===== config.mk =====
export PLATFORM = sky130hd
export DESIGN_NAME = banked_regfile
export DESIGN_NICKNAME = d
export VERILOG_FILES = /design/src/rtl/banked_regfile.sv
export SDC_FILE = /design/constraint.sdc
export NUM_CORES = 1
export LEC_CHECK = 0
export ABC_CLOCK_PERIOD_IN_PS = 7900
export CORE_MARGIN = 5
export CORE_UTILIZATION = 56
export CTS_CLUSTER_DIAMETER = 120
export DETAILED_ROUTE_END_ITERATION = 6
export PLACE_DENSITY_LB_ADDON = 0.12
export SYNTH_ARGS = -nofsm -noshare
export SYNTH_HDL_FRONTEND = slang
export SYNTH_SLANG_ARGS = --single-unit
export TNS_END_PERCENT = 100

===== constraint.sdc =====
create_clock -name clk -period 7.9 [get_ports clk]
set_input_delay 1.58 -clock clk [delete_from_list [all_inputs] [get_ports clk]]
set_output_delay 1.58 -clock clk [all_outputs]
set_load 0.01 [all_outputs]

===== src/rtl/banked_regfile.sv =====
// ============================================================================
// Module   : banked_regfile
// Brief    : Four-bank register file with a shared common window, one write
//            port and two registered read ports with write-to-read bypass.
// Revision : 1.0
// ============================================================================
`default_nettype none

module banked_regfile #(
    parameter int DW      = 8,
    parameter int NREG    = 8,
    parameter int NCOMMON = 2
) (
    input  logic                    clk,
    input  logic                    rst,
    input  logic [1:0]              bank_sel,
    input  logic                    we,
    input  logic [$clog2(NREG)-1:0] waddr,
    input  logic [DW-1:0]           wdata,
    input  logic                    re_a,
    input  logic [$clog2(NREG)-1:0] raddr_a,
    input  logic                    re_b,
    input  logic [$clog2(NREG)-1:0] raddr_b,
    output logic [DW-1:0]           rdata_a,
    output logic [DW-1:0]           rdata_b,
    output logic                    rvalid_a,
    output logic                    rvalid_b
);

    localparam int c_AW    = $clog2(NREG);
    localparam int c_NPRIV = NREG - NCOMMON;
    localparam int c_DEPTH = NCOMMON + 4 * c_NPRIV;
    localparam int c_PW    = $clog2(c_DEPTH);

    logic [DW-1:0]   r_mem [c_DEPTH];
    logic [DW-1:0]   r_rdata_a;
    logic [DW-1:0]   r_rdata_b;
    logic            r_rvalid_a;
    logic            r_rvalid_b;
    logic [c_PW-1:0] w_widx;
    logic [c_PW-1:0] w_ridx_a;
    logic [c_PW-1:0] w_ridx_b;
    logic            w_byp_a;
    logic            w_byp_b;

    // Common addresses bypass the bank offset; private ones are stacked per bank.
    function automatic logic [c_PW-1:0] map_addr(input logic [c_AW-1:0] x,
                                                 input logic [1:0]      b);
        int idx;
        if (int'(x) < NCOMMON)
            idx = int'(x);
        else
            idx = NCOMMON + int'(b) * c_NPRIV + (int'(x) - NCOMMON);
        return idx[c_PW-1:0];
    endfunction

    always_comb begin
        w_widx   = map_addr(waddr, bank_sel);
        w_ridx_a = map_addr(raddr_a, bank_sel);
        w_ridx_b = map_addr(raddr_b, bank_sel);
        w_byp_a  = we && (waddr == raddr_a);
        w_byp_b  = we && (waddr == raddr_b);
    end

    always_ff @(posedge clk or posedge rst) begin
        if (rst) begin
            for (int i = 0; i < c_DEPTH; i++) begin
                r_mem[i] <= '0;
            end
        end else if (we) begin
            r_mem[w_widx] <= wdata;
        end
    end

    always_ff @(posedge clk or posedge rst) begin
        if (rst) begin
            r_rdata_a  <= '0;
            r_rdata_b  <= '0;
            r_rvalid_a <= 1'b0;
            r_rvalid_b <= 1'b0;
        end else begin
            r_rvalid_a <= re_a;
            r_rvalid_b <= re_b;
            if (re_a)
                r_rdata_a <= w_byp_a ? wdata : r_mem[w_ridx_a];
            if (re_b)
                r_rdata_b <= w_byp_b ? wdata : r_mem[w_ridx_b];
        end
    end

    assign rdata_a  = r_rdata_a;
    assign rdata_b  = r_rdata_b;
    assign rvalid_a = r_rvalid_a;
    assign rvalid_b = r_rvalid_b;

endmodule

`default_nettype wire


==> run metrics <==
status completed; Synth area leader dfrtp_1; n_diodes 0; Arrival @ worst endpoint 5840 ps; Synth Instances 920; initial antenna violation count 0; Synth top area share 0.441; largest family of logic cells by synthesized area multiplexers; htree depth 1; area occupied by multi-input gates 6820 um^2; # setup viols final 0; post-synthesis mux area share 0.397; Synth Area in Simple Gates 0.0518; xor/xnor share of the synthesized area 0.0117; Die Y 161 um; cts hold-fix bufs 0; pre-CTS setup slack 1980 ps; Cell Rows 55; Routed WL 36.6 mm; first-pass detailed-route iteration total 5; R2R depth 4; post-synthesis sequential area ratio 0.441; overall power 0.00510 W; Rel. slew slack 0.180; worst min-delay path category flip-flop to flip-flop; Starting Density 0.568; Layout area overhead 11.1%; # DRC 0; CTS buffer count 26; post-route ant nets 0; fin util 0.631; Post-Layout Cell Count 1239; DR vias/cell 6.99; core area 22600 um^2; fin worst setup slack 2450 ps; routed via count 8657; Max Root-Sink Buffers 3; required time at the worst-slack endpoint 8290 ps; Die W 161 um; synthesized area 12800 um^2; YS warnings 0; DP HPWL 24.2 mm; Synth Area in Compound Gates 0.0535; Pleak 6.12 nW; fill count 1666; Root Buffer clkbuf_16; PD cells 358 nW/um^2; Worst-Skew Late Latency 530 ps; post-DR wirelength/cell 29.5 um; DIE AREA 26000 um^2; largest cells by area after synthesis dfrtp_1, mux2_2, mux4_2; Tot GR Track Use 0.287; Post-Route Skew 11.0 ps; DP Cell Count 1192; DR iter-0 viols 787; Syn Nets 958; crit path capture type flip-flop; worst-margin pin slew 1230 ps; Synth Flop Type dfrtp_1; Max Cap Viol 0; pin count of the biggest net entering global routing 155; average size of a mapped cell 13.9 um^2; Max IR drop VDD 0.000239 V; I/O Buffers 41; Unique masters post-synth 58; clk sinks 226; ys async rst share 1.00; Overflow after GRT 0; worst-path fanout max 34; unrepaired setup endpoints after global routing no; CTS tree built; post-CTS sizing 0; Post-synth EDFFs 0; routability congestion estimate 0.873; io pins 42; adder-cell share of the synthesized area 0.0143; Reg area 5660 um^2; setup TNS 0 ps; Final min period 5450 ps; Peak Freq 184 MHz; Final #Nets 973; Worst-path clk slew 60 ps; hold depth 1; period utilisation layout 0.690; first-pass GRT wire length 57.2 mm; Final Hold Vio Count 0; post-synthesis register bit count 226; layout cells sized above 1 0.409; Crit Path Class input pin to flip-flop; postcts setup bufs 0; crit start category input pin; vias in the first global route 9044; Max Transition Viols Final 0
[per-stage QoR]
step / hold WS, ps / area (um^2)
2_1_floorplan: 490 / 12800
3_3_place_gp: 500 / 13400
3_5_place_dp: 508 / 13400
4_1_cts: 527 / 14200
5_1_grt: 546 / 14200
6_report: 525 / 14200
[placed cells by master (no fill, tap or decap), types with 5 or more instances in the layout]
cell type,Yosys,layout
clkdlybuf4s50_1,0,41
clkbuf_16,0,26
mux2i_4,2,6
ha_1,13,13
nand2b_1,5,5
a32o_1,6,6
a221o_1,11,11
a22oi_1,15,15
mux4_1,8,8
xnor2_1,10,10
nor2_2,10,10
nor2b_1,6,6
nor2_1,27,27
mux2i_1,36,33
mux2_2,225,225
nor3_1,6,6
inv_1,14,13
clkinv_2,0,8
nand2_1,56,56
clkbuf_8,0,5
o21ai_1,11,11
clkbuf_1,31,5
mux4_2,85,85
buf_4,4,7
nand3_1,15,15
dfrtp_1,226,226
[critical path, stage by stage]
cell             delay, ps
clkdlybuf4s50_1        530
ha_1                   510
xor2_4                 320
xnor2_1                110
ha_1                   350
mux2i_4                640
buf_4                  610
mux4_2                 390
a21boi_0               130
a2111oi_0              520
nor3_1                 110
[metal layers]
metal | GRT usage | vias up | wire length [um]
li1 | - | 3560 | -
met3 | 0.0480 | 79 | 2580
met4 | 0.0993 | 0 | 1380
met2 | 0.446 | 413 | 17100
met5 | 0 | - | 0
met1 | 0.416 | 4605 | 15500
[flip-flops by register name, indices dropped and copies added (netlist names)]
register,count
rvalid_a,1
rdata_b,8
rdata_a,8
r_mem,208
rvalid_b,1
[path summary, 6_finish.rpt]
| kind | start | to | slack [ps] |
|---|---|---|---|
| setup / recovery | bank_sel[0] | rdata_b[5]$_DFFE_PP0P_ | 2450 |
| hold / removal | r_mem[133]$_DFFE_PP0P_ | r_mem[133]$_DFFE_PP0P_ | 520 |
| setup reg to reg | r_mem[100]$_DFFE_PP0P_ | rdata_a[4]$_DFFE_PP0P_ | 5890 |
| hold reg to reg | r_mem[133]$_DFFE_PP0P_ | r_mem[133]$_DFFE_PP0P_ | 520 |
| max in group asynchronous | rst | r_mem[93]$_DFFE_PP0P_ | 4580 |
| min in group asynchronous | rst | r_mem[3]$_DFFE_PP0P_ | 1630 |
[area by class of cell]
type | count | area share
Sequential cell | 226 | 0.397
Clock inverter | 11 | 0.00668
Multi-Input combinational cell | 615 | 0.479
Inverter | 16 | 0.00475
Tap cell | 285 | 0.0250
Timing Repair Buffer | 50 | 0.0353
Clock buffer | 36 | 0.0518
[synthesized netlist by cell type (all sizes together) (3+ instances only)]
library cell / n
a22o: 3
clkbuf: 31
ha: 13
a21oi: 6
nand2b: 5
xor2: 5
a22oi: 15
a211oi: 4
mux2: 226
a221o: 11
a21boi: 4
nand2: 60
nor3: 6
inv: 14
xnor2: 10
a31o: 3
o31ai: 3
a21o: 3
nor2b: 6
nand4: 3
o21ai: 13
buf: 32
a2111oi: 4
a32o: 6
mux2i: 39
a32oi: 4
and2: 3
nand3: 15
nor2: 37
dfrtp: 226
mux4: 93
[power by group]
group / leakage (nW) / internal, W / switching (W) / total (W)
clock: 0.419 / 0.000685 / 0.000476 / 0.00116
sequential: 2.89 / 0.00168 / 0.000422 / 0.00211
combinational: 2.82 / 0.00107 / 0.000763 / 0.00184
total: 6.12 / 0.00344 / 0.00166 / 0.00510
[cell families after synthesis]
group / count (synthesis)
mux: 358
flops: 226
simple gates: 142
compound gates: 86
buf+inv: 79
xor+xnor: 15
fa+ha+maj: 14
(Power assumes the default switching activity.)
